**config.mk**
```make
export PLATFORM = sky130hd
export DESIGN_NAME = ship_motion_ctrl
export DESIGN_NICKNAME = d
export VERILOG_FILES = /design/src/rtl/game_pkg.sv /design/src/rtl/fire_debounce.sv /design/src/rtl/ship_motion_ctrl.sv
export SDC_FILE = /design/constraint.sdc
export NUM_CORES = 1
export LEC_CHECK = 0
export BUFFER_PORTS_ARGS = -buffer_cell sky130_fd_sc_hd__buf_2
export CAP_MARGIN = 20
export CORE_ASPECT_RATIO = 0.8
export CORE_UTILIZATION = 56
export CTS_CLUSTER_DIAMETER = 60
export DETAILED_ROUTE_END_ITERATION = 8
export PLACE_DENSITY = 0.8
export SETUP_SLACK_MARGIN = 0.4
export SYNTH_ARGS = -nofsm -noshare
export SYNTH_HDL_FRONTEND = slang
export SYNTH_SLANG_ARGS = --single-unit
export TNS_END_PERCENT = 30
```
**constraint.sdc**
```tcl
create_clock -name clk_pix -period 4.7 [get_ports clk_pix]
set_clock_uncertainty 0.15 [all_clocks]
set_input_delay 0.235 -clock clk_pix [delete_from_list [all_inputs] [get_ports clk_pix]]
set_output_delay 0.235 -clock clk_pix [all_outputs]
set_load 0.01 [all_outputs]
```
**src/rtl/game_pkg.sv**
```systemverilog
//------------------------------------------------------------------------------
// game_pkg : shared screen geometry, coordinate type and ship FSM encoding
// Revision : 1.0
//------------------------------------------------------------------------------
`default_nettype none

package game_pkg;

    localparam int H_RES        = 640;
    localparam int V_RES        = 480;
    localparam int SCREEN_CORDW = 16;

    typedef logic [SCREEN_CORDW-1:0] coord_t;

    typedef enum logic [1:0] {
        IDLE       = 2'd0,
        WAIT_FRAME = 2'd1,
        CALC       = 2'd2,
        COMMIT     = 2'd3
    } ship_state_t;

endpackage

`default_nettype wire

```
**src/rtl/fire_debounce.sv**
```systemverilog
//------------------------------------------------------------------------------
// fire_debounce : button synchroniser, frame-sampled debounce, rise detect
// Revision      : 1.0
//------------------------------------------------------------------------------
`default_nettype none

module fire_debounce #(
    parameter int DEBOUNCE_FRAMES = 3
) (
    input  logic clk_pix,
    input  logic rst_n,
    input  logic sample_en,
    input  logic btn_raw,
    output logic pressed,
    output logic rise
);

    localparam int CNT_W = $clog2(DEBOUNCE_FRAMES + 1);

    logic [1:0]       sync;
    logic [CNT_W-1:0] count;
    logic             differs;
    logic             toggle;

    assign differs = (sync[1] != pressed);
    assign toggle  = sample_en && differs && (count == CNT_W'(DEBOUNCE_FRAMES - 1));
    // Combinational so the launch can be decided in the same sampling cycle
    assign rise    = toggle && !pressed;

    always_ff @(posedge clk_pix or negedge rst_n) begin
        if (!rst_n) begin
            sync    <= 2'b00;
            count   <= '0;
            pressed <= 1'b0;
        end else begin
            sync <= {sync[0], btn_raw};
            if (sample_en) begin
                if (!differs) begin
                    count <= '0;
                end else if (toggle) begin
                    count   <= '0;
                    pressed <= !pressed;
                end else begin
                    count <= count + CNT_W'(1);
                end
            end
        end
    end

endmodule

`default_nettype wire

```
**src/rtl/ship_motion_ctrl.sv**
```systemverilog
//------------------------------------------------------------------------------
// ship_motion_ctrl : frame-synchronous ship position and shot launch control
// Revision         : 1.0
//------------------------------------------------------------------------------
`default_nettype none

module ship_motion_ctrl
    import game_pkg::*;
#(
    parameter int SHIP_W_PX       = 68,
    parameter int SHIP_Y          = 300,
    parameter int START_X         = 286,
    parameter int DEADZONE        = 16,
    parameter int SPEED_SHIFT     = 5,
    parameter int MAX_STEP        = 8,
    parameter int DEBOUNCE_FRAMES = 3,
    parameter int COOLDOWN_FRAMES = 15
) (
    input  logic                    clk_pix,
    input  logic                    rst_n,
    input  logic                    enable,
    input  logic                    frame,
    input  logic signed [9:0]       tilt,
    input  logic                    tilt_valid,
    input  logic                    fire_btn,
    output logic [SCREEN_CORDW-1:0] ship_x,
    output logic [SCREEN_CORDW-1:0] ship_y,
    output logic                    shot_req,
    output logic [SCREEN_CORDW-1:0] shot_x,
    output logic [SCREEN_CORDW-1:0] shot_y,
    output logic                    cooldown_active
);

    localparam int X_MAX  = H_RES - SHIP_W_PX;
    localparam int STEP_W = $clog2(MAX_STEP + 1);
    localparam int CD_W   = $clog2(COOLDOWN_FRAMES + 1);

    ship_state_t              state, state_next;
    logic signed [9:0]        tilt_reg;
    logic signed [9:0]        tilt_snap;
    logic [STEP_W-1:0]        step_reg, step_calc;
    logic                     step_neg;
    logic [CD_W-1:0]          cooldown, cooldown_next;
    logic [9:0]               mag, excess, scaled;
    logic signed [SCREEN_CORDW:0] x_sum, step_s;
    coord_t                   x_new;
    logic                     commit_en, launch;
    logic                     fire_pressed, fire_rise;

    assign ship_y    = SCREEN_CORDW'(SHIP_Y);
    assign commit_en = (state == COMMIT) && enable;
    assign launch    = commit_en && fire_rise && !fire_pressed && (cooldown == '0);

    fire_debounce #(
        .DEBOUNCE_FRAMES (DEBOUNCE_FRAMES)
    ) u_fire_debounce (
        .clk_pix   (clk_pix),
        .rst_n     (rst_n),
        .sample_en (commit_en),
        .btn_raw   (fire_btn),
        .pressed   (fire_pressed),
        .rise      (fire_rise)
    );

    always_comb begin
        state_next = state;
        case (state)
            IDLE:       if (enable) state_next = WAIT_FRAME;
            WAIT_FRAME: begin
                if (!enable)    state_next = IDLE;
                else if (frame) state_next = CALC;
            end
            CALC:       state_next = COMMIT;
            COMMIT:     state_next = enable ? WAIT_FRAME : IDLE;
            default:    state_next = IDLE;
        endcase
    end

    // Magnitude of -512 is 512, which still fits the unsigned 10-bit range
    always_comb begin
        mag       = tilt_snap[9] ? $unsigned(-tilt_snap) : $unsigned(tilt_snap);
        excess    = '0;
        scaled    = '0;
        step_calc = '0;
        if (mag > 10'(DEADZONE)) begin
            excess = mag - 10'(DEADZONE);
            scaled = excess >> SPEED_SHIFT;
            if (scaled == '0)
                step_calc = STEP_W'(1);
            else if (scaled > 10'(MAX_STEP))
                step_calc = STEP_W'(MAX_STEP);
            else
                step_calc = scaled[STEP_W-1:0];
        end
    end

    always_comb begin
        step_s = $signed((SCREEN_CORDW + 1)'(step_reg));
        x_sum  = step_neg ? ($signed({1'b0, ship_x}) - step_s)
                          : ($signed({1'b0, ship_x}) + step_s);
        if (x_sum[SCREEN_CORDW])
            x_new = '0;
        else if (x_sum > $signed((SCREEN_CORDW + 1)'(X_MAX)))
            x_new = SCREEN_CORDW'(X_MAX);
        else
            x_new = x_sum[SCREEN_CORDW-1:0];
    end

    always_comb begin
        cooldown_next = cooldown;
        if (launch)
            cooldown_next = CD_W'(COOLDOWN_FRAMES);
        else if (commit_en && (cooldown != '0))
            cooldown_next = cooldown - CD_W'(1);
    end

    always_ff @(posedge clk_pix or negedge rst_n) begin
        if (!rst_n) begin
            state <= IDLE;
        end else begin
            state <= state_next;
        end
    end

    always_ff @(posedge clk_pix or negedge rst_n) begin
        if (!rst_n) begin
            tilt_reg        <= '0;
            tilt_snap       <= '0;
            step_reg        <= '0;
            step_neg        <= 1'b0;
            ship_x          <= SCREEN_CORDW'(START_X);
            cooldown        <= '0;
            cooldown_active <= 1'b0;
            shot_req        <= 1'b0;
            shot_x          <= '0;
            shot_y          <= '0;
        end else begin
            if (tilt_valid)
                tilt_reg <= tilt;
            // Snapshot at the frame edge so a coincident tilt_valid lands next frame
            if ((state == WAIT_FRAME) && (state_next == CALC))
                tilt_snap <= tilt_reg;
            if (state == CALC) begin
                step_reg <= step_calc;
                step_neg <= tilt_snap[9];
            end
            if (commit_en)
                ship_x <= x_new;
            cooldown        <= cooldown_next;
            cooldown_active <= (cooldown_next != '0);
            shot_req        <= launch;
            if (launch) begin
                shot_x <= x_new + SCREEN_CORDW'(SHIP_W_PX / 2);
                shot_y <= SCREEN_CORDW'(SHIP_Y - 1);
            end
        end
    end

endmodule

`default_nettype wire

```
==> impl_metrics.ini <==
[timing]
finalHoldViolCount = 0
layout_worst_path_cycle_share_pct = 93.2
fmaxAchievable_mhz = 228
relSlewSlack_pct = 41.4
worstMarginPinSlew_ps = 880
grt_setup_unrepaired = true
setup_total_negative_slack_ps = 0
setup_failing_eps_final = 0
hold_slack_ps = 27.2
drv_slew = 0
postLayoutSetupSlackWorst_ps = 320
period_minus_slack_ps = 4380

[critical_path]
cpPeakStageDelay_ps = 440
timing.rr.end = shot_x[5]
reg2reg_slack_ps = 320
reg2regPathDepth = 17
critical_path.cell_chain = buf_4, nor3_4, a21o_1, ha_1, a21oi_1, o21ai_0, a31oi_2, mux2i_1, o211ai_1, or4_4, or2_1, nor2_1, ha_2, nand2_2, mux2_2, mux2i_1, a31oi_1
worst-setup-path-type = register to register
critical-path-slowest-cell = sky130_fd_sc_hd__or4_4
critical_path.top_delay_family = compound AO/OA/AOI/OAI gates
timing.rr.start = step_reg[0]
worst-path-max-fanout = 8
worst-endpoint-required_ps = 4780
critical_path.startpoint_type = register
endpoint_kind = register
crit_buf_inv = 1
cell_repeated_most_along_the_worst_path = sky130_fd_sc_hd__mux2i_1
crit_path_arrival_time_ps = 4460

[synth]
share_of_synthesized_flip_flops_with_an_asynchronous_set_or_reset_pct = 100
synth_compound_gate_area_share_pct = 16.3
postSynthRegisterBits = 71
syn_area_sq_um = 4480
synth.mux.area_fraction_pct = 7.87
postSynthAreaPerCell_sq_um = 9.70
postSynthCellCount = 462
synthXorXnorAreaFrac_pct = 5.00
ys_types = 64
synth_edf_count = 0
postSynth.topFlopCell = sky130_fd_sc_hd__dfrtp_1
combinational_family_with_the_most_area_after_synthesis = compound AO/OA/AOI/OAI gates
yosys.area_share.adder_pct = 6.87
synth-simple-area-share_pct = 15.2
synth.yosys.seq_area_share_pct = 39.8
yosys_warnings = 0

[floorplan]
floorplan.die_area_sq_um = 8370
row_count = 28
chipWidth_um = 102
core_region_area_sq_um = 7570
boundaryPins = 82
die_height_um = 82.0
start_util_pct = 59.2

[worst_hold_path]
holdCritPathClass = input port to register
hold_path_startpoint = enable
timing.hold.worst_path_depth = 3
min_delay_worst_endpoint = state[0]

[clock_network]
clk_transition_reported_paths_ps = 80
clock_insertion_delay_worst_skew_ps = 350
clock_path_buffers = 2
clock_tree_from_tritoncts = built
numCtsBuffers = 9
cts_root_buf = sky130_fd_sc_hd__clkbuf_8
cts_htree_levels = 3
clock_sinks = 71

[layout]
layout.nets = 577
reg.largest.list = ship_x (16), shot_x (16)
commonest_cells_after_routing_fill_and_taps_aside = 65 x sky130_fd_sc_hd__dfrtp_1, 54 x sky130_fd_sc_hd__buf_2, 47 x sky130_fd_sc_hd__nand2_1
post_route_cells_drive_above_1_share_pct = 31.7
stdcell_count = 647
mostFrequentLayoutCell = sky130_fd_sc_hd__dfrtp_1
layout-area-overhead-vs-synth_pct = 19.7
antenna_cells = 0

[power_and_ir_drop]
vdd_drop_max_mv = 0.527
power.leakage_uw = 0.00259
power-per-cell-area_nw_per_um2 = 835

[drt]
route.detailed.wl_per_inst_um = 15.5
drt_drc_violations_left = 0
drt_iter0_drc = 127
detailroute.via_count = 3614
detail_route.wirelength_um = 10000
firstDrtPassIters = 5
antenna_left = 0
vias_per_cell = 5.59

[run]
maxCapViolations = 0

[place]
placement.setup.worst_slack_ps = 149
post-dp-hpwl_um = 6670
place.detailed.instances = 601
buffer_ports.inserted = 54
gpl.final_weighted_congestion = 0.977

[global_route]
antenna_found_initial = 0
number_of_global_route_vias_before_repair = 3288
track_usage_pct = 24.4
grt_remaining_overflow = 0
grt_pass1_wl_um = 15600
grt_start_max_net_pins = 72

[status]
outcome = completed
-- what timing repair did --
item / CTS / global route
setup endpoints to repair: 4 / 4
endpoints found under the hold margin: 77 / 0
resized for setup: 14 / 26
setup buffers: 6 / 12
pin swaps: 8 / 14
hold buffers: 12 / 0
-- how the worst max path moves through the flow --
stage | startpoint | end | depth (start not counted)
2_1_floorplan | step_reg[0] | shot_x[5] | 19
3_3_place_gp | step_reg[2] | shot_x[5] | 17
3_5_place_dp | step_reg[0] | shot_x[7] | 18
4_1_cts | step_reg[0] | shot_x[5] | 18
5_1_grt | step_reg[0] | shot_x[3] | 19
6_report | step_reg[0] | shot_x[5] | 17
-- Yosys cell counts (all sizes together) (4+ instances only) --
master,n,share of area [%]
a211oi,7,1.4
a21o,9,1.5
a21oi,17,1.9
a31oi,8,1.1
and2,12,1.7
buf,35,5.8
clkbuf,16,1.3
dfrtp,66,37
dfstp,5,2.9
ha,23,6.4
inv,19,1.6
mux2,26,6.5
mux2i,6,1.3
nand2,48,4.0
nand2b,10,1.4
nand3,7,0.78
nand4,4,0.56
nor2,28,2.3
nor3,9,1.1
o211ai,6,1.0
o21ai,24,2.8
o31ai,8,2.2
xnor2,14,3.1
xor2,9,1.9
-- report_power, final --
| part | switching [uW] | total, uW | internal [uW] | leakage, uW |
|---|---|---|---|---|
| Sequential | 164 | 915 | 751 | 0.000904 |
| Combinational | 1680 | 3010 | 1330 | 0.00158 |
| Clock | 250 | 553 | 303 | 0.000107 |
-- metal layers --
metal  track usage [%]  up-vias  share of wire, %
met1              31.2     1729                44
li1                  -     1719                 -
met5                 0        -                 0
met2              40.4      141                47
met4              9.14        0               2.1
met3              5.62       25               6.4
-- tightest hold or removal path: stages --
cell,delay [ps]
sky130_fd_sc_hd__buf_2,120
sky130_fd_sc_hd__nor2_1,80
sky130_fd_sc_hd__a21oi_1,50
-- cell families (layout without fill, tap and decap cells) --
family                   Yosys count  after routing
other                              2             27
AO/OA/AOI/OAI                    101            101
multiplexers                      32             32
AND/OR/NAND/NOR                  138            138
XOR/XNOR                          23             23
buffers and inverters             71            126
flip-flops                        71             71
adder cells (fa/ha/maj)           24             24
-- final cells by class --
type | instances | area (sq um)
multi-input combinational | 345 | 2570
fill | 561 | 2200
sequential | 71 | 1780
timing repair buffer | 90 | 571
tap | 105 | 131
clock buffer | 10 | 128
clock inverter | 6 | 93.8
inverter | 20 | 80.1
-- stage by stage --
step,total power [uW],cell area (sq um),utilization (%)
CTS,4100,5130,67.8
global route,4800,5360,70.9
finish,4480,5360,70.9
floorplan,2830,4580,-
global placement,3250,4700,62.2
detailed placement,3310,4700,62.2
Note: power is estimated with default switching activity, not from simulation.
